**src/rtl/window_ring_buffer.sv**
```systemverilog
// ============================================================================
// Module  : window_ring_buffer
// Brief   : Circular FIFO with PAR_WRITE-wide pushes and a sliding PAR_READ window
//           that retires POP_STRIDE elements per pop.
// Revision: 1.0 - initial release
// ============================================================================
`default_nettype none

module window_ring_buffer #(
   parameter  int SIZE        = 8,
   parameter  int MEM_SIZE    = 8,
   parameter  int PAR_WRITE   = 2,
   parameter  int PAR_READ    = 3,
   parameter  int POP_STRIDE  = 1,
   localparam int ADDRES_SIZE = $clog2(MEM_SIZE),
   localparam int CNT_SIZE    = $clog2(MEM_SIZE + 1)
) (
   input  logic                      clk,
   input  logic                      rst,
   input  logic                      flush,
   input  logic [PAR_WRITE*SIZE-1:0] din,
   input  logic                      din_valid,
   output logic                      din_ready,
   output logic [PAR_READ*SIZE-1:0]  dout,
   output logic                      dout_valid,
   input  logic                      dout_ready,
   output logic [CNT_SIZE-1:0]       count
);

   // A depth of one still needs a one-bit pointer.
   localparam int PTR_W = (ADDRES_SIZE < 1) ? 1 : ADDRES_SIZE;

   localparam logic [PTR_W:0]      c_mem_size   = (PTR_W+1)'(MEM_SIZE);
   localparam logic [CNT_SIZE-1:0] c_room       = CNT_SIZE'(MEM_SIZE - PAR_WRITE);
   localparam logic [CNT_SIZE-1:0] c_par_read   = CNT_SIZE'(PAR_READ);
   localparam logic [CNT_SIZE-1:0] c_par_write  = CNT_SIZE'(PAR_WRITE);
   localparam logic [CNT_SIZE-1:0] c_pop_stride = CNT_SIZE'(POP_STRIDE);

   generate
      if (POP_STRIDE < 1 || POP_STRIDE > PAR_READ || PAR_WRITE < 1 || PAR_READ < 1 ||
          MEM_SIZE < PAR_WRITE || MEM_SIZE < PAR_READ) begin : g_param_check
         $error("window_ring_buffer: illegal parameter combination");
      end
   endgenerate

   // Offsets never exceed MEM_SIZE, so one conditional subtract wraps correctly
   // for any depth, power of two or not.
   function automatic logic [PTR_W-1:0] ptr_add(input logic [PTR_W-1:0] base,
                                                input logic [PTR_W:0]   off);
      logic [PTR_W:0] sum;
      sum = {1'b0, base} + off;
      if (sum >= c_mem_size) sum = sum - c_mem_size;
      return sum[PTR_W-1:0];
   endfunction

   logic [SIZE-1:0]     mem_q [MEM_SIZE];
   logic [PTR_W-1:0]    wptr_q, wptr_d;
   logic [PTR_W-1:0]    rptr_q, rptr_d;
   logic [CNT_SIZE-1:0] count_q, count_d;
   logic                w_push, w_pop;
   logic [PTR_W-1:0]    w_waddr [PAR_WRITE];

   assign din_ready  = (count_q <= c_room);
   assign dout_valid = (count_q >= c_par_read);
   assign count      = count_q;
   assign w_push     = din_valid & din_ready;
   assign w_pop      = dout_valid & dout_ready;

   generate
      for (genvar gi = 0; gi < PAR_WRITE; gi++) begin : g_wr_addr
         assign w_waddr[gi] = ptr_add(wptr_q, (PTR_W+1)'(gi));
      end
      for (genvar gi = 0; gi < PAR_READ; gi++) begin : g_rd_window
         assign dout[gi*SIZE +: SIZE] = mem_q[ptr_add(rptr_q, (PTR_W+1)'(gi))];
      end
   endgenerate

   always_comb begin
      wptr_d  = wptr_q;
      rptr_d  = rptr_q;
      count_d = count_q;
      if (flush) begin
         wptr_d  = '0;
         rptr_d  = '0;
         count_d = '0;
      end else begin
         if (w_push) wptr_d = ptr_add(wptr_q, (PTR_W+1)'(PAR_WRITE));
         if (w_pop)  rptr_d = ptr_add(rptr_q, (PTR_W+1)'(POP_STRIDE));
         case ({w_push, w_pop})
            2'b10:   count_d = count_q + c_par_write;
            2'b01:   count_d = count_q - c_pop_stride;
            2'b11:   count_d = count_q + c_par_write - c_pop_stride;
            default: count_d = count_q;
         endcase
      end
   end

   always_ff @(posedge clk or negedge rst) begin
      if (!rst) begin
         wptr_q  <= '0;
         rptr_q  <= '0;
         count_q <= '0;
      end else begin
         wptr_q  <= wptr_d;
         rptr_q  <= rptr_d;
         count_q <= count_d;
      end
   end

   // Flush wins over a coincident push, so nothing is written in that cycle.
   always_ff @(posedge clk or negedge rst) begin
      if (!rst) begin
         for (int i = 0; i < MEM_SIZE; i++) mem_q[i] <= '0;
      end else if (w_push && !flush) begin
         for (int i = 0; i < PAR_WRITE; i++) mem_q[w_waddr[i]] <= din[i*SIZE +: SIZE];
      end
   end

endmodule

`default_nettype wire

```
**config.mk**
```make
export PLATFORM = sky130hd
export DESIGN_NAME = window_ring_buffer
export DESIGN_NICKNAME = d
export VERILOG_FILES = /design/src/rtl/window_ring_buffer.sv
export SDC_FILE = /design/constraint.sdc
export NUM_CORES = 1
export LEC_CHECK = 0
export BUFFER_PORTS_ARGS = -buffer_cell sky130_fd_sc_hd__buf_4
export CAP_MARGIN = 30
export CORE_MARGIN = 2
export CORE_UTILIZATION = 45
export CTS_CLUSTER_SIZE = 30
export DETAILED_ROUTE_END_ITERATION = 10
export SYNTH_ARGS = -nofsm -noshare
export SYNTH_HDL_FRONTEND = slang
export SYNTH_SLANG_ARGS = --single-unit
export TNS_END_PERCENT = 50
```
**constraint.sdc**
```tcl
create_clock -name clk -period 4.6 [get_ports clk]
set_input_delay 0.46 -clock clk [delete_from_list [all_inputs] [get_ports clk]]
set_output_delay 0.46 -clock clk [all_outputs]
set_load 0.05 [all_outputs]
```
==> flow_summary.html, run 1 <==
<table>
<tr><th>Metric</th><th>Value</th></tr>
<tr><th colspan="2">Timing</th></tr>
<tr><td>Max-slew violation total from the final report</td><td>0</td></tr>
<tr><td>Total of endpoints with negative setup slack in the final report</td><td>0</td></tr>
<tr><td>RSZ-0062 raised after global routing</td><td>no</td></tr>
<tr><td>Number of hold violations in the final report</td><td>0</td></tr>
<tr><td>F_max</td><td>276 MHz</td></tr>
<tr><td>Fin crit period</td><td>roughly 3.6 ns</td></tr>
<tr><td>Actual transition at the worst max-transition pin</td><td>0.907 ns</td></tr>
<tr><td>Post-Route Skew</td><td>between 0.01 and 0.015 ns</td></tr>
<tr><td>Fraction of the cycle the final worst path needs</td><td>around four fifths</td></tr>
<tr><td>Setup TNS</td><td>0 ns</td></tr>
<tr><td>Relative max-transition margin</td><td>~40%</td></tr>
<tr><th colspan="2">Placement</th></tr>
<tr><td>Inst Count DP</td><td>roughly 540</td></tr>
<tr><td>Total half-perimeter wirelength after legalization and detailed placement</td><td>between 7000 and 8000 µm</td></tr>
<tr><td>Port Buffers</td><td>50</td></tr>
<tr><td>Routability congestion estimate from global placement</td><td>~0.8</td></tr>
<tr><th colspan="2">Route</th></tr>
<tr><td>Routed wire per std cell</td><td>19.2 µm</td></tr>
<tr><td>Via density per instance</td><td>~5.7</td></tr>
<tr><td>Number of DRC markers after the initial detailed-route iteration</td><td>roughly 180</td></tr>
<tr><td>Detailed-routing iteration count for the pre-antenna-repair pass</td><td>4</td></tr>
<tr><td>Post-route antenna net violation count</td><td>0</td></tr>
<tr><td>Drt total wl</td><td>~11,000 µm</td></tr>
<tr><td>Routed via count</td><td>3,177</td></tr>
<tr><td>DRC violations left</td><td>0</td></tr>
<tr><th colspan="2">Global routing</th></tr>
<tr><td>Number of antenna violations at the first check in global routing</td><td>0</td></tr>
<tr><td>Maximum number of pins on one net before global-route repair</td><td>74</td></tr>
<tr><td>Overflow left after global routing</td><td>0</td></tr>
<tr><td>Vias in the first global route</td><td>roughly 3,400</td></tr>
<tr><td>First-pass GRT wire length</td><td>17,700 µm</td></tr>
<tr><td>Total Routing Usage GR</td><td>between 20% and 30%</td></tr>
<tr><th colspan="2">Final layout</th></tr>
<tr><td>Commonest non-fill, non-tap cell in the layout</td><td>sky130_fd_sc_hd__dfrtp_1</td></tr>
<tr><td>Antenna diode instance count</td><td>0</td></tr>
<tr><td>Fraction of layout instances using a drive strength above 1</td><td>44.5%</td></tr>
<tr><td>Final non-filler cell total</td><td>between 500 and 600</td></tr>
<tr><td>Commonest cells after routing, fill and taps aside</td><td>sky130_fd_sc_hd__dfrtp_1, sky130_fd_sc_hd__buf_4, sky130_fd_sc_hd__mux2_2</td></tr>
<tr><td>Final layout net count</td><td>450</td></tr>
<tr><td>Area growth from synthesis to layout</td><td>12.2%</td></tr>
<tr><th colspan="2">Critical path</th></tr>
<tr><td>Setup slack on the worst flop-to-flop path</td><td>approximately 2.1 ns</td></tr>
<tr><td>Capturing instance or port of the critical path</td><td>dout[13]</td></tr>
<tr><td>R2r worst-path depth</td><td>10</td></tr>
<tr><td>Worst-path maximum fanout</td><td>26</td></tr>
<tr><td>Reg2Reg Capture Point</td><td>count[2]</td></tr>
<tr><td>CP arrival</td><td>between 3 and 4 ns</td></tr>
<tr><td>Worst endpoint required time</td><td>roughly 4.1 ns</td></tr>
<tr><td>CP Launch Point</td><td>rptr_q[1]</td></tr>
<tr><td>Kind of start point of the critical path</td><td>register</td></tr>
<tr><td>CP Class</td><td>register to output pin</td></tr>
<tr><td>Kind of end point of the critical path</td><td>output pin</td></tr>
<tr><td>Launch point of the worst reg-to-reg path</td><td>count[0]</td></tr>
<tr><th colspan="2">Synth</th></tr>
<tr><td>Net Count, Synth</td><td>about 420</td></tr>
<tr><td>Warnings from Yosys</td><td>0</td></tr>
<tr><td>Post-synth cell types</td><td>37</td></tr>
<tr><td>Seq cells post-synth</td><td>73</td></tr>
<tr><td>Mean instance size in the synthesized netlist</td><td>around 12 µm²</td></tr>
<tr><td>Post-Syn Area</td><td>about 4600 µm²</td></tr>
<tr><td>Proportion of synthesized chip area in sequential cells</td><td>approximately 39%</td></tr>
<tr><td>Cell count after synthesis</td><td>380</td></tr>
<tr><th colspan="2">Die</th></tr>
<tr><td>Starting density of the core</td><td>45.7%</td></tr>
<tr><td>Core box area</td><td>between 10,000 and 15,000 µm²</td></tr>
<tr><td>Horiz. Die Dim</td><td>between 100 and 150 µm</td></tr>
<tr><td>Total I/O pin count</td><td>roughly 50</td></tr>
<tr><td>Overall die height</td><td>roughly 110 µm</td></tr>
<tr><td>Num rows</td><td>37</td></tr>
<tr><td>Total die area</td><td>~11,000 µm²</td></tr>
<tr><th colspan="2">Clock tree</th></tr>
<tr><td>Total of cells resized after clock tree synthesis</td><td>0</td></tr>
<tr><td>Maximum root-to-sink buffer count</td><td>2</td></tr>
<tr><td>Inserted Clock Buffers</td><td>9</td></tr>
<tr><td>Worst skew pair latency</td><td>between 0.3 and 0.4 ns</td></tr>
<tr><td>Register clock-pin slew on the reported worst setup and hold paths</td><td>0.08 ns</td></tr>
<tr><td>Post-CTS Repair Setup Buffers</td><td>0</td></tr>
<tr><td>Clock sink count</td><td>73</td></tr>
<tr><td>Clock root buffer</td><td>sky130_fd_sc_hd__clkbuf_8</td></tr>
<tr><td>Hold buffers post-CTS</td><td>0</td></tr>
<tr><td>CTS tree</td><td>yes</td></tr>
<tr><td>Clock H-tree levels</td><td>3</td></tr>
<tr><th colspan="2">Power and ir drop</th></tr>
<tr><td>Leakage Power</td><td>roughly 0.0023 µW</td></tr>
<tr><td>PD cells</td><td>671 nW/µm²</td></tr>
<tr><td>Max IR drop VDD</td><td>just over 400 µV</td></tr>
<tr><th colspan="2">Job</th></tr>
<tr><td>MaxCap Viol Count</td><td>0</td></tr>
<tr><th colspan="2">Hold path</th></tr>
<tr><td>Min-delay worst type</td><td>primary input to register</td></tr>
<tr><th colspan="2">Status</th></tr>
<tr><td>Run status</td><td>completed</td></tr>
</table>
==> power by group <==
part	switching [µW]	total [µW]	internal [µW]
Sequential	201	1060	858
Clock	233	428	195
Combinational	1160	2000	833
Total	1600	3480	1890
==> cells in the mapped netlist <==
master	number	area [µm²]
sky130_fd_sc_hd__buf_1	5	18.8
sky130_fd_sc_hd__mux2_4	6	90.1
sky130_fd_sc_hd__o211ai_1	1	7.51
sky130_fd_sc_hd__xnor2_1	2	17.5
sky130_fd_sc_hd__inv_1	7	26.3
sky130_fd_sc_hd__buf_6	6	67.6
sky130_fd_sc_hd__ha_1	14	175
sky130_fd_sc_hd__and3b_4	1	12.5
sky130_fd_sc_hd__xor2_1	5	43.8
sky130_fd_sc_hd__nand2_1	31	116
sky130_fd_sc_hd__a31oi_4	1	21.3
sky130_fd_sc_hd__o311ai_0	1	8.76
sky130_fd_sc_hd__mux2i_1	10	100
sky130_fd_sc_hd__mux2_2	51	574
sky130_fd_sc_hd__nor3_1	1	5.00
sky130_fd_sc_hd__a21bo_2	32	320
sky130_fd_sc_hd__nand3_1	3	15.0
sky130_fd_sc_hd__buf_2	6	30.0
sky130_fd_sc_hd__mux4_2	24	541
sky130_fd_sc_hd__a22oi_1	1	7.51
sky130_fd_sc_hd__buf_4	4	30.0
sky130_fd_sc_hd__nand4_1	32	200
sky130_fd_sc_hd__a211o_1	1	8.76
sky130_fd_sc_hd__or2_2	1	6.26
sky130_fd_sc_hd__nand2_2	1	6.26
sky130_fd_sc_hd__buf_12	1	20.0
sky130_fd_sc_hd__dfrtp_1	73	1830
sky130_fd_sc_hd__a211oi_1	1	7.51
sky130_fd_sc_hd__clkbuf_1	9	33.8
sky130_fd_sc_hd__nand2b_1	3	18.8
sky130_fd_sc_hd__nand2_8	3	60.1
sky130_fd_sc_hd__nand4b_1	1	8.76
sky130_fd_sc_hd__o21ai_0	25	125
sky130_fd_sc_hd__a21oi_1	6	30.0
sky130_fd_sc_hd__nor2_1	9	33.8
sky130_fd_sc_hd__a221oi_1	1	8.76
sky130_fd_sc_hd__nor2b_1	1	6.26
==> worst min-delay path by stage <==
stage / to / from / depth (start not counted)
detailed placement: mem_q[3] / mem_q[3] / 1
global route: mem_q[60] / din[4] / 2
finish: rptr_q[1] / flush / 2
floorplan: count[0] / rst / 0
CTS: mem_q[46] / rst / 1
global placement: mem_q[2] / mem_q[2] / 1
==> critical path, cell delays in order (launching register included) <==
cell	delay, ns
sky130_fd_sc_hd__dfrtp_1	0.72
sky130_fd_sc_hd__ha_1	1.04
sky130_fd_sc_hd__mux4_2	0.59
sky130_fd_sc_hd__mux2_2	0.27
sky130_fd_sc_hd__buf_4	0.19
==> registers in the layout, indices dropped and copies added (netlist names) <==
register  cells
mem_q        64
wptr_q        2
count         4
rptr_q        3
==> per-layer routing <==
metal	part of all wire [%]	global-route usage, %	vias up
met5	0	0	-
li1	-	-	1495
met4	1.1	6.19	0
met3	3.0	4.76	10
met2	48	33.2	54
met1	48	27.8	1618
==> layout make-up <==
cell class / count / area (µm²)
flip-flops and latches: 73 / 1830
clock buffers: 13 / 139
inverters: 7 / 26.3
multi-input cells: 269 / 2580
fillers: 897 / 4950
well taps: 136 / 170
repair buffers: 55 / 435
clock inverters: 3 / 17.5
==> through the flow <==
| step | instance area [µm²] | util [%] | power, µW | worst slack [ns] | hold slack [ns] |
|---|---|---|---|---|---|
| 2_1_floorplan | 4630 | - | 2570 | 1.80 | 0.164 |
| 3_3_place_gp | 5000 | 49.3 | 3030 | 1.44 | 0.487 |
| 3_5_place_dp | 5000 | 49.3 | 3070 | 1.37 | 0.502 |
| 4_1_cts | 5150 | 50.8 | 3510 | 0.990 | 0.298 |
| 5_1_grt | 5190 | 51.2 | 3700 | 0.826 | 0.353 |
| 6_report | 5190 | 51.2 | 3480 | 0.983 | 0.362 |
==> kinds of logic after synthesis <==
group / Yosys count / share of synthesized area, %
muxes: 91 / 28.2
DFF: 73 / 39.5
buffers and inverters: 38 / 4.89
adders and majority gates: 14 / 3.78
and+or+nand+nor: 87 / 10.6
AOI/OAI and AO/OA: 70 / 11.8
xor gates and xnor gates: 7 / 1.32
(Power assumes the default switching activity.)
==> run 2: changes to the inputs <==
Settings changed: PLACE_DENSITY set to 0.66.
Clock period 4.6 ns to 3.1 ns, I/O delays scaled along.
==> run 2 against run 1 <==
Against the previous run:
- routed wire length up 1.8%
- clock power up 120%
- final cell count up 1.1%
- clock skew down 0.0024 ns
- sequential power up 47%
- global-route usage up 0.19 points
- largest cell class unchanged
- largest power group unchanged
- highest routed layer unchanged
==> flow_summary.html, run 2 (synthesis results as in run 1) <==
<table>
<tr><th>Metric</th><th>Value</th></tr>
<tr><th colspan="2">Clock tree</th></tr>
<tr><td>Clock sink count</td><td>73 (unchanged)</td></tr>
<tr><td>CTS tree</td><td>yes</td></tr>
<tr><td>Clock root buffer</td><td>sky130_fd_sc_hd__clkbuf_8</td></tr>
<tr><td>Post-CTS Repair Setup Buffers</td><td>0 (unchanged)</td></tr>
<tr><td>Clock H-tree levels</td><td>3 (unchanged)</td></tr>
<tr><td>Worst skew pair latency</td><td>0.36 ns (about the same)</td></tr>
<tr><td>Register clock-pin slew on the reported worst setup and hold paths</td><td>0.09 ns (about the same)</td></tr>
<tr><td>Maximum root-to-sink buffer count</td><td>2 (unchanged)</td></tr>
<tr><td>Inserted Clock Buffers</td><td>9 (unchanged)</td></tr>
<tr><th colspan="2">Critical path</th></tr>
<tr><td>Worst-path maximum fanout</td><td>14 (-46%)</td></tr>
<tr><td>Kind of start point of the critical path</td><td>register</td></tr>
<tr><td>Kind of end point of the critical path</td><td>output pin</td></tr>
<tr><td>Worst endpoint required time</td><td>2.79 ns (-1.35 ns)</td></tr>
<tr><td>CP arrival</td><td>2.46 ns (-0.70 ns)</td></tr>
<tr><td>CP Launch Point</td><td>rptr_q[2]</td></tr>
<tr><td>Launch point of the worst reg-to-reg path</td><td>count[0]</td></tr>
<tr><td>CP Class</td><td>register to output pin</td></tr>
<tr><th colspan="2">Timing</th></tr>
<tr><td>Max-slew violation total from the final report</td><td>0 (unchanged)</td></tr>
<tr><td>Relative max-transition margin</td><td>58.6% (+19 points)</td></tr>
<tr><td>RSZ-0062 raised after global routing</td><td>no</td></tr>
<tr><td>Post-Route Skew</td><td>0.0101 ns (-0.00243 ns)</td></tr>
<tr><td>Setup TNS</td><td>0 ns (unchanged)</td></tr>
<tr><td>Fraction of the cycle the final worst path needs</td><td>about nine tenths</td></tr>
<tr><td>Actual transition at the worst max-transition pin</td><td>0.619 ns (-0.288 ns)</td></tr>
<tr><td>Number of hold violations in the final report</td><td>0 (unchanged)</td></tr>
<tr><td>Fin crit period</td><td>2.77 ns</td></tr>
<tr><td>F_max</td><td>~360 MHz</td></tr>
<tr><td>Total of endpoints with negative setup slack in the final report</td><td>0 (unchanged)</td></tr>
<tr><th colspan="2">Route</th></tr>
<tr><td>Post-route antenna net violation count</td><td>0 (unchanged)</td></tr>
<tr><td>Routed via count</td><td>3,290 (+3.6%)</td></tr>
<tr><td>Via density per instance</td><td>5.85 (+2.5%)</td></tr>
<tr><td>Drt total wl</td><td>10,900 µm (+1.8%)</td></tr>
<tr><td>Number of DRC markers after the initial detailed-route iteration</td><td>145 (-19%)</td></tr>
<tr><td>Routed wire per std cell</td><td>19.3 µm (+0.73%)</td></tr>
<tr><td>Detailed-routing iteration count for the pre-antenna-repair pass</td><td>5 (+1)</td></tr>
<tr><td>DRC violations left</td><td>0 (unchanged)</td></tr>
<tr><th colspan="2">Global routing</th></tr>
<tr><td>Total Routing Usage GR</td><td>20.8% (+0.19 points)</td></tr>
<tr><td>Number of antenna violations at the first check in global routing</td><td>0 (unchanged)</td></tr>
<tr><td>Vias in the first global route</td><td>3,367 (+0.030%)</td></tr>
<tr><td>First-pass GRT wire length</td><td>17,800 µm (+0.43%)</td></tr>
<tr><td>Overflow left after global routing</td><td>0 (unchanged)</td></tr>
<tr><td>Maximum number of pins on one net before global-route repair</td><td>74 (unchanged)</td></tr>
<tr><th colspan="2">Die</th></tr>
<tr><td>Num rows</td><td>37 (unchanged)</td></tr>
<tr><td>Horiz. Die Dim</td><td>105 µm (unchanged)</td></tr>
<tr><td>Total I/O pin count</td><td>51 (unchanged)</td></tr>
<tr><td>Total die area</td><td>11,100 µm² (unchanged)</td></tr>
<tr><td>Overall die height</td><td>105 µm (unchanged)</td></tr>
<tr><td>Starting density of the core</td><td>45.7% (unchanged)</td></tr>
<tr><td>Core box area</td><td>10,100 µm² (unchanged)</td></tr>
<tr><th colspan="2">Final layout</th></tr>
<tr><td>Commonest cells after routing, fill and taps aside</td><td>sky130_fd_sc_hd__dfrtp_1, sky130_fd_sc_hd__buf_4, sky130_fd_sc_hd__mux2_2</td></tr>
<tr><td>Area growth from synthesis to layout</td><td>15.0%</td></tr>
<tr><td>Number of flip-flops under the largest register name</td><td>64 (unchanged)</td></tr>
<tr><td>Final non-filler cell total</td><td>562 (+1.1%)</td></tr>
<tr><td>Commonest non-fill, non-tap cell in the layout</td><td>sky130_fd_sc_hd__dfrtp_1</td></tr>
<tr><td>Final layout net count</td><td>456 (+1.3%)</td></tr>
<tr><td>Largest register by flop count</td><td>mem_q</td></tr>
<tr><td>Fraction of layout instances using a drive strength above 1</td><td>46.0% (+1.5 points)</td></tr>
<tr><td>Antenna diode instance count</td><td>0 (unchanged)</td></tr>
<tr><th colspan="2">Status</th></tr>
<tr><td>Run status</td><td>completed</td></tr>
<tr><th colspan="2">Power and ir drop</th></tr>
<tr><td>Max IR drop VDD</td><td>759 µV (+89%)</td></tr>
<tr><td>Clock share of power</td><td>16.9% (+4.6 points)</td></tr>
<tr><td>Combinational cell fraction of total power</td><td>54.6% (-2.7 points)</td></tr>
<tr><td>Share of power burned in registers</td><td>28.5% (-1.9 points)</td></tr>
<tr><td>Net switching component of the power</td><td>2410 µW (+51%)</td></tr>
<tr><td>PD cells</td><td>1030 nW/µm² (+54%)</td></tr>
<tr><td>Leakage Power</td><td>0.00234 µW (+3.2%)</td></tr>
<tr><td>Switching part of the total power</td><td>44.0% (-1.8 points)</td></tr>
<tr><td>Design internal power</td><td>3070 µW (+63%)</td></tr>
<tr><th colspan="2">Placement</th></tr>
<tr><td>Inst Count DP</td><td>544 (+1.1%)</td></tr>
<tr><td>Routability congestion estimate from global placement</td><td>0.775 (-1.5%)</td></tr>
<tr><td>Total half-perimeter wirelength after legalization and detailed placement</td><td>7410 µm (+4.4%)</td></tr>
<tr><td>Port Buffers</td><td>50 (unchanged)</td></tr>
<tr><th colspan="2">Hold path</th></tr>
<tr><td>Min-delay worst type</td><td>primary input to register</td></tr>
<tr><td>Startpoint of the worst hold path</td><td>din[5]</td></tr>
<tr><th colspan="2">Job</th></tr>
<tr><td>MaxCap Viol Count</td><td>0 (unchanged)</td></tr>
</table>
run 2: cell types whose count changed in the layout (fill, tap and decap cells not counted), sizes merged:
cell	previous run	this run
buf	54	60
bufinv	0	3
clkbuf	13	10
clkinv	2	1
inv	7	8
run 2: worst max-delay path, cell delays in order, from the launching register on:
cell,delay (ns)
sky130_fd_sc_hd__dfrtp_1,0.69
sky130_fd_sc_hd__xor2_1,0.56
sky130_fd_sc_hd__buf_4,0.29
sky130_fd_sc_hd__mux2_2,0.36
sky130_fd_sc_hd__buf_4,0.19
run 2: path summary, 6_finish.rpt:
path	slack (ns)	cells past startpoint	end
hold / removal	0.20	2	mem_q[61]
setup reg to reg	0.51	10	count[2]
min in group asynchronous	0.48	3	mem_q[42]
hold reg to reg	0.52	1	mem_q[39]
max in group asynchronous	2.28	3	rptr_q[0]
setup / recovery	0.33	4	dout[12]
run 2: timing repair:
action                    CTS  global route
hold endpoints to repair    0            43
gates resized for setup     0             0
hold buffers                0             1
run 2: layout make-up:
| class | instances | area [µm²] |
|---|---|---|
| clock buffers | 10 | 128 |
| clock inverters | 6 | 115 |
| fillers | 884 | 4810 |
| inverters | 7 | 26.3 |
| multi-input cells | 269 | 2580 |
| flip-flops and latches | 73 | 1830 |
| well taps | 136 | 170 |
| repair buffers | 61 | 480 |
run 2: power groups by stage:
stage / sequential (µW) / combinational [µW] / clock, µW
finish: 1560 / 2990 / 925
global route: 1600 / 3190 / 971
CTS: 1560 / 3010 / 932
detailed placement: 1580 / 3000 / 0
global placement: 1550 / 2940 / 0
floorplan: 1520 / 2290 / 0
run 2: routing by layer:
metal	up-vias	global-route usage [%]	wire length [µm]
li1	1502	-	-
met1	1684	28.6	4880
met2	91	33.0	5260
met3	13	3.59	558
met4	0	7.90	170
met5	-	0	0
run 2: through the flow:
step | worst slack (ns) | total power [µW] | hold slack, ns | cell area, µm² | util [%]
after floorplan | 0.298 | 3820 | 0.0144 | 4630 | -
after global placement | 0.757 | 4500 | 0.491 | 5040 | 49.7
after detailed placement | 0.504 | 4580 | 0.500 | 5040 | 49.7
after CTS | 0.386 | 5500 | 0.109 | 5290 | 52.1
after global routing | 0.307 | 5770 | 0.198 | 5320 | 52.5
final | 0.328 | 5480 | 0.196 | 5320 | 52.5
==> run 3: changes to the inputs <==
Settings changed: RECOVER_POWER set to 25.
==> run 3 against run 2 <==
Against the previous run:
- the run now ends with max-capacitance violations, max-slew violations left
- largest cell class unchanged
- count of clock-buffer cells in the layout unchanged
- routed wire length about the same
- maximum frequency is 0.45% higher
==> flow_summary.html, run 3 (synthesis results as in run 1) <==
<table>
<tr><th>Metric</th><th>Value</th></tr>
<tr><th colspan="2">Status</th></tr>
<tr><td>Run status</td><td>complete, but fails checks</td></tr>
<tr><td>Failing checks</td><td>max-capacitance violations, max-slew violations</td></tr>
<tr><th colspan="2">Final layout</th></tr>
<tr><td>Commonest cells after routing, fill and taps aside</td><td>sky130_fd_sc_hd__dfrtp_1, sky130_fd_sc_hd__buf_4, sky130_fd_sc_hd__mux2_2</td></tr>
<tr><td>Largest register by flop count</td><td>mem_q</td></tr>
<tr><td>Area growth from synthesis to layout</td><td>14.5%</td></tr>
<tr><td>Number of flip-flops under the largest register name</td><td>64 (unchanged)</td></tr>
<tr><td>Antenna diode instance count</td><td>0 (unchanged)</td></tr>
<tr><td>Fraction of layout instances using a drive strength above 1</td><td>46.0% (unchanged)</td></tr>
<tr><td>Final layout net count</td><td>456 (unchanged)</td></tr>
<tr><td>Commonest non-fill, non-tap cell in the layout</td><td>sky130_fd_sc_hd__dfrtp_1</td></tr>
<tr><th colspan="2">Critical path</th></tr>
<tr><td>Worst-path maximum fanout</td><td>14 (unchanged)</td></tr>
<tr><td>R2r worst-path depth</td><td>10 (unchanged)</td></tr>
<tr><td>Slowest cell on the critical path</td><td>sky130_fd_sc_hd__dfrtp_1</td></tr>
<tr><td>Kind of start point of the critical path</td><td>register</td></tr>
<tr><td>CP Class</td><td>register to output pin</td></tr>
<tr><td>CP arrival</td><td>2.45 ns (about the same)</td></tr>
<tr><td>Kind of end point of the critical path</td><td>output pin</td></tr>
<tr><td>Number of buffer and inverter stages on the critical path</td><td>2 (unchanged)</td></tr>
<tr><td>Delay of the slowest cell on the worst path</td><td>0.69 ns (about the same)</td></tr>
<tr><td>Sequence of cells on the critical path</td><td>xor2_1, buf_4, mux2_2, buf_4</td></tr>
<tr><td>Critical Path Stages</td><td>4 (unchanged)</td></tr>
<tr><td>Critical path's most frequent cell</td><td>sky130_fd_sc_hd__buf_4</td></tr>
<tr><td>Cell family with the largest share of critical-path delay</td><td>flip-flops</td></tr>
<tr><td>Worst endpoint required time</td><td>2.79 ns (about the same)</td></tr>
<tr><th colspan="2">Route</th></tr>
<tr><td>Detailed-routing iteration count for the pre-antenna-repair pass</td><td>4 (-1)</td></tr>
<tr><td>Via density per instance</td><td>5.85 (about the same)</td></tr>
<tr><td>DRC violations left</td><td>0 (unchanged)</td></tr>
<tr><td>Routed wire per std cell</td><td>19.3 µm (about the same)</td></tr>
<tr><td>Drt total wl</td><td>10,900 µm (about the same)</td></tr>
<tr><td>Number of DRC markers after the initial detailed-route iteration</td><td>161 (+11%)</td></tr>
<tr><td>Routed via count</td><td>3,288 (-0.061%)</td></tr>
<tr><td>Post-route antenna net violation count</td><td>0 (unchanged)</td></tr>
<tr><th colspan="2">Clock tree</th></tr>
<tr><td>Clock sink count</td><td>73 (unchanged)</td></tr>
<tr><td>CTS tree</td><td>yes</td></tr>
<tr><td>Worst skew pair latency</td><td>0.36 ns (about the same)</td></tr>
<tr><td>Hold buffers post-CTS</td><td>0 (unchanged)</td></tr>
<tr><td>Clock H-tree levels</td><td>3 (unchanged)</td></tr>
<tr><td>Post-CTS Repair Setup Buffers</td><td>0 (unchanged)</td></tr>
<tr><td>Maximum root-to-sink buffer count</td><td>2 (unchanged)</td></tr>
<tr><td>Inserted Clock Buffers</td><td>9 (unchanged)</td></tr>
<tr><td>Register clock-pin slew on the reported worst setup and hold paths</td><td>0.09 ns (about the same)</td></tr>
<tr><td>Total of cells resized after clock tree synthesis</td><td>0 (unchanged)</td></tr>
<tr><td>Clock root buffer</td><td>sky130_fd_sc_hd__clkbuf_8</td></tr>
<tr><th colspan="2">Placement</th></tr>
<tr><td>Routability congestion estimate from global placement</td><td>0.775 (unchanged)</td></tr>
<tr><td>Port Buffers</td><td>50 (unchanged)</td></tr>
<tr><td>Total half-perimeter wirelength after legalization and detailed placement</td><td>7410 µm (unchanged)</td></tr>
<tr><th colspan="2">Timing</th></tr>
<tr><td>Max-slew violation total from the final report</td><td>74 (+74)</td></tr>
<tr><td>Relative max-transition margin</td><td>-19.1% (-78 points)</td></tr>
<tr><td>Fraction of the cycle the final worst path needs</td><td>89.0% (-0.40 points)</td></tr>
<tr><td>RSZ-0062 raised after global routing</td><td>no</td></tr>
<tr><td>Total of endpoints with negative setup slack in the final report</td><td>0 (unchanged)</td></tr>
<tr><td>Post-Route Skew</td><td>0.0105 ns (+0.000384 ns)</td></tr>
<tr><td>Fin crit period</td><td>2.76 ns (-0.0125 ns)</td></tr>
<tr><td>Worst hold margin</td><td>0.196 ns (-0.000223 ns)</td></tr>
<tr><td>Number of hold violations in the final report</td><td>0 (unchanged)</td></tr>
<tr><td>Actual transition at the worst max-transition pin</td><td>1.79 ns (+1.17 ns)</td></tr>
<tr><td>Setup TNS</td><td>0 ns (unchanged)</td></tr>
<tr><td>F_max</td><td>362 MHz (+0.45%)</td></tr>
<tr><th colspan="2">Job</th></tr>
<tr><td>MaxCap Viol Count</td><td>1 (+1)</td></tr>
<tr><th colspan="2">Global routing</th></tr>
<tr><td>Maximum number of pins on one net before global-route repair</td><td>74 (unchanged)</td></tr>
<tr><td>First-pass GRT wire length</td><td>17,800 µm (unchanged)</td></tr>
<tr><td>Vias in the first global route</td><td>3,367 (unchanged)</td></tr>
<tr><td>Number of antenna violations at the first check in global routing</td><td>0 (unchanged)</td></tr>
<tr><td>Overflow left after global routing</td><td>0 (unchanged)</td></tr>
<tr><td>Total Routing Usage GR</td><td>20.8% (unchanged)</td></tr>
<tr><th colspan="2">Die</th></tr>
<tr><td>Horiz. Die Dim</td><td>105 µm (unchanged)</td></tr>
<tr><td>Overall die height</td><td>105 µm (unchanged)</td></tr>
<tr><td>Total I/O pin count</td><td>51 (unchanged)</td></tr>
<tr><td>Core box area</td><td>10,100 µm² (unchanged)</td></tr>
<tr><td>Starting density of the core</td><td>45.7% (unchanged)</td></tr>
<tr><td>Total die area</td><td>11,100 µm² (unchanged)</td></tr>
<tr><td>Num rows</td><td>37 (unchanged)</td></tr>
<tr><th colspan="2">Hold path</th></tr>
<tr><td>Min-delay worst type</td><td>primary input to register</td></tr>
<tr><td>Count of cells along the worst hold path</td><td>2 (unchanged)</td></tr>
<tr><th colspan="2">Power and ir drop</th></tr>
<tr><td>Max IR drop VDD</td><td>758 µV (-0.10%)</td></tr>
<tr><td>Leakage Power</td><td>0.00233 µW (-0.37%)</td></tr>
<tr><td>PD cells</td><td>1030 nW/µm² (+0.35%)</td></tr>
</table>
## run 3: stage by stage
stage / setup WS (ns) / util, % / std cells / instance area (µm²) / total power (µW)
after floorplan: 0.298 / - / 380 / 4630 / 3820
after global placement: 0.757 / 49.7 / 544 / 5040 / 4500
after detailed placement: 0.504 / 49.7 / 544 / 5040 / 4580
after CTS: 0.386 / 52.1 / 560 / 5290 / 5500
after global routing: 0.307 / 52.3 / 562 / 5300 / 5760
final: 0.341 / 52.3 / 562 / 5300 / 5480
## run 3: final cells by class
cell class | count | area (µm²)
multi-input cells | 269 | 2580
repair buffers | 61 | 458
fillers | 887 | 4840
flip-flops and latches | 73 | 1830
well taps | 136 | 170
inverters | 7 | 26.3
clock inverters | 6 | 115
clock buffers | 10 | 128
## run 3: final timing paths
kind	start	to	slack, ns
min in group asynchronous	rst	mem_q[42]	1.05
hold reg to reg	mem_q[7]	mem_q[7]	0.52
hold / removal	din[5]	mem_q[61]	0.20
max in group asynchronous	rst	rptr_q[0]	0.84
setup / recovery	rptr_q[2]	dout[12]	0.34
setup reg to reg	count[0]	count[2]	0.51
## run 3: report_power, final
| group | total (µW) | leakage (µW) | switching [µW] | internal (µW) |
|---|---|---|---|---|
| Sequential | 1560 | 0.000956 | 292 | 1270 |
| Combinational | 2990 | 0.00126 | 1740 | 1250 |
| Clock | 923 | 0.000117 | 384 | 539 |
## run 3: routing by layer
metal / wire length (µm) / track usage (%) / part of all wire (%) / vias to the layer above
li1: - / - / - / 1503
met1: 4850 / 28.6 / 45 / 1684
met5: 0 / 0 / 0 / -
met4: 169 / 7.90 / 1.6 / 0
met3: 556 / 3.59 / 5.1 / 13
met2: 5290 / 33.0 / 49 / 88
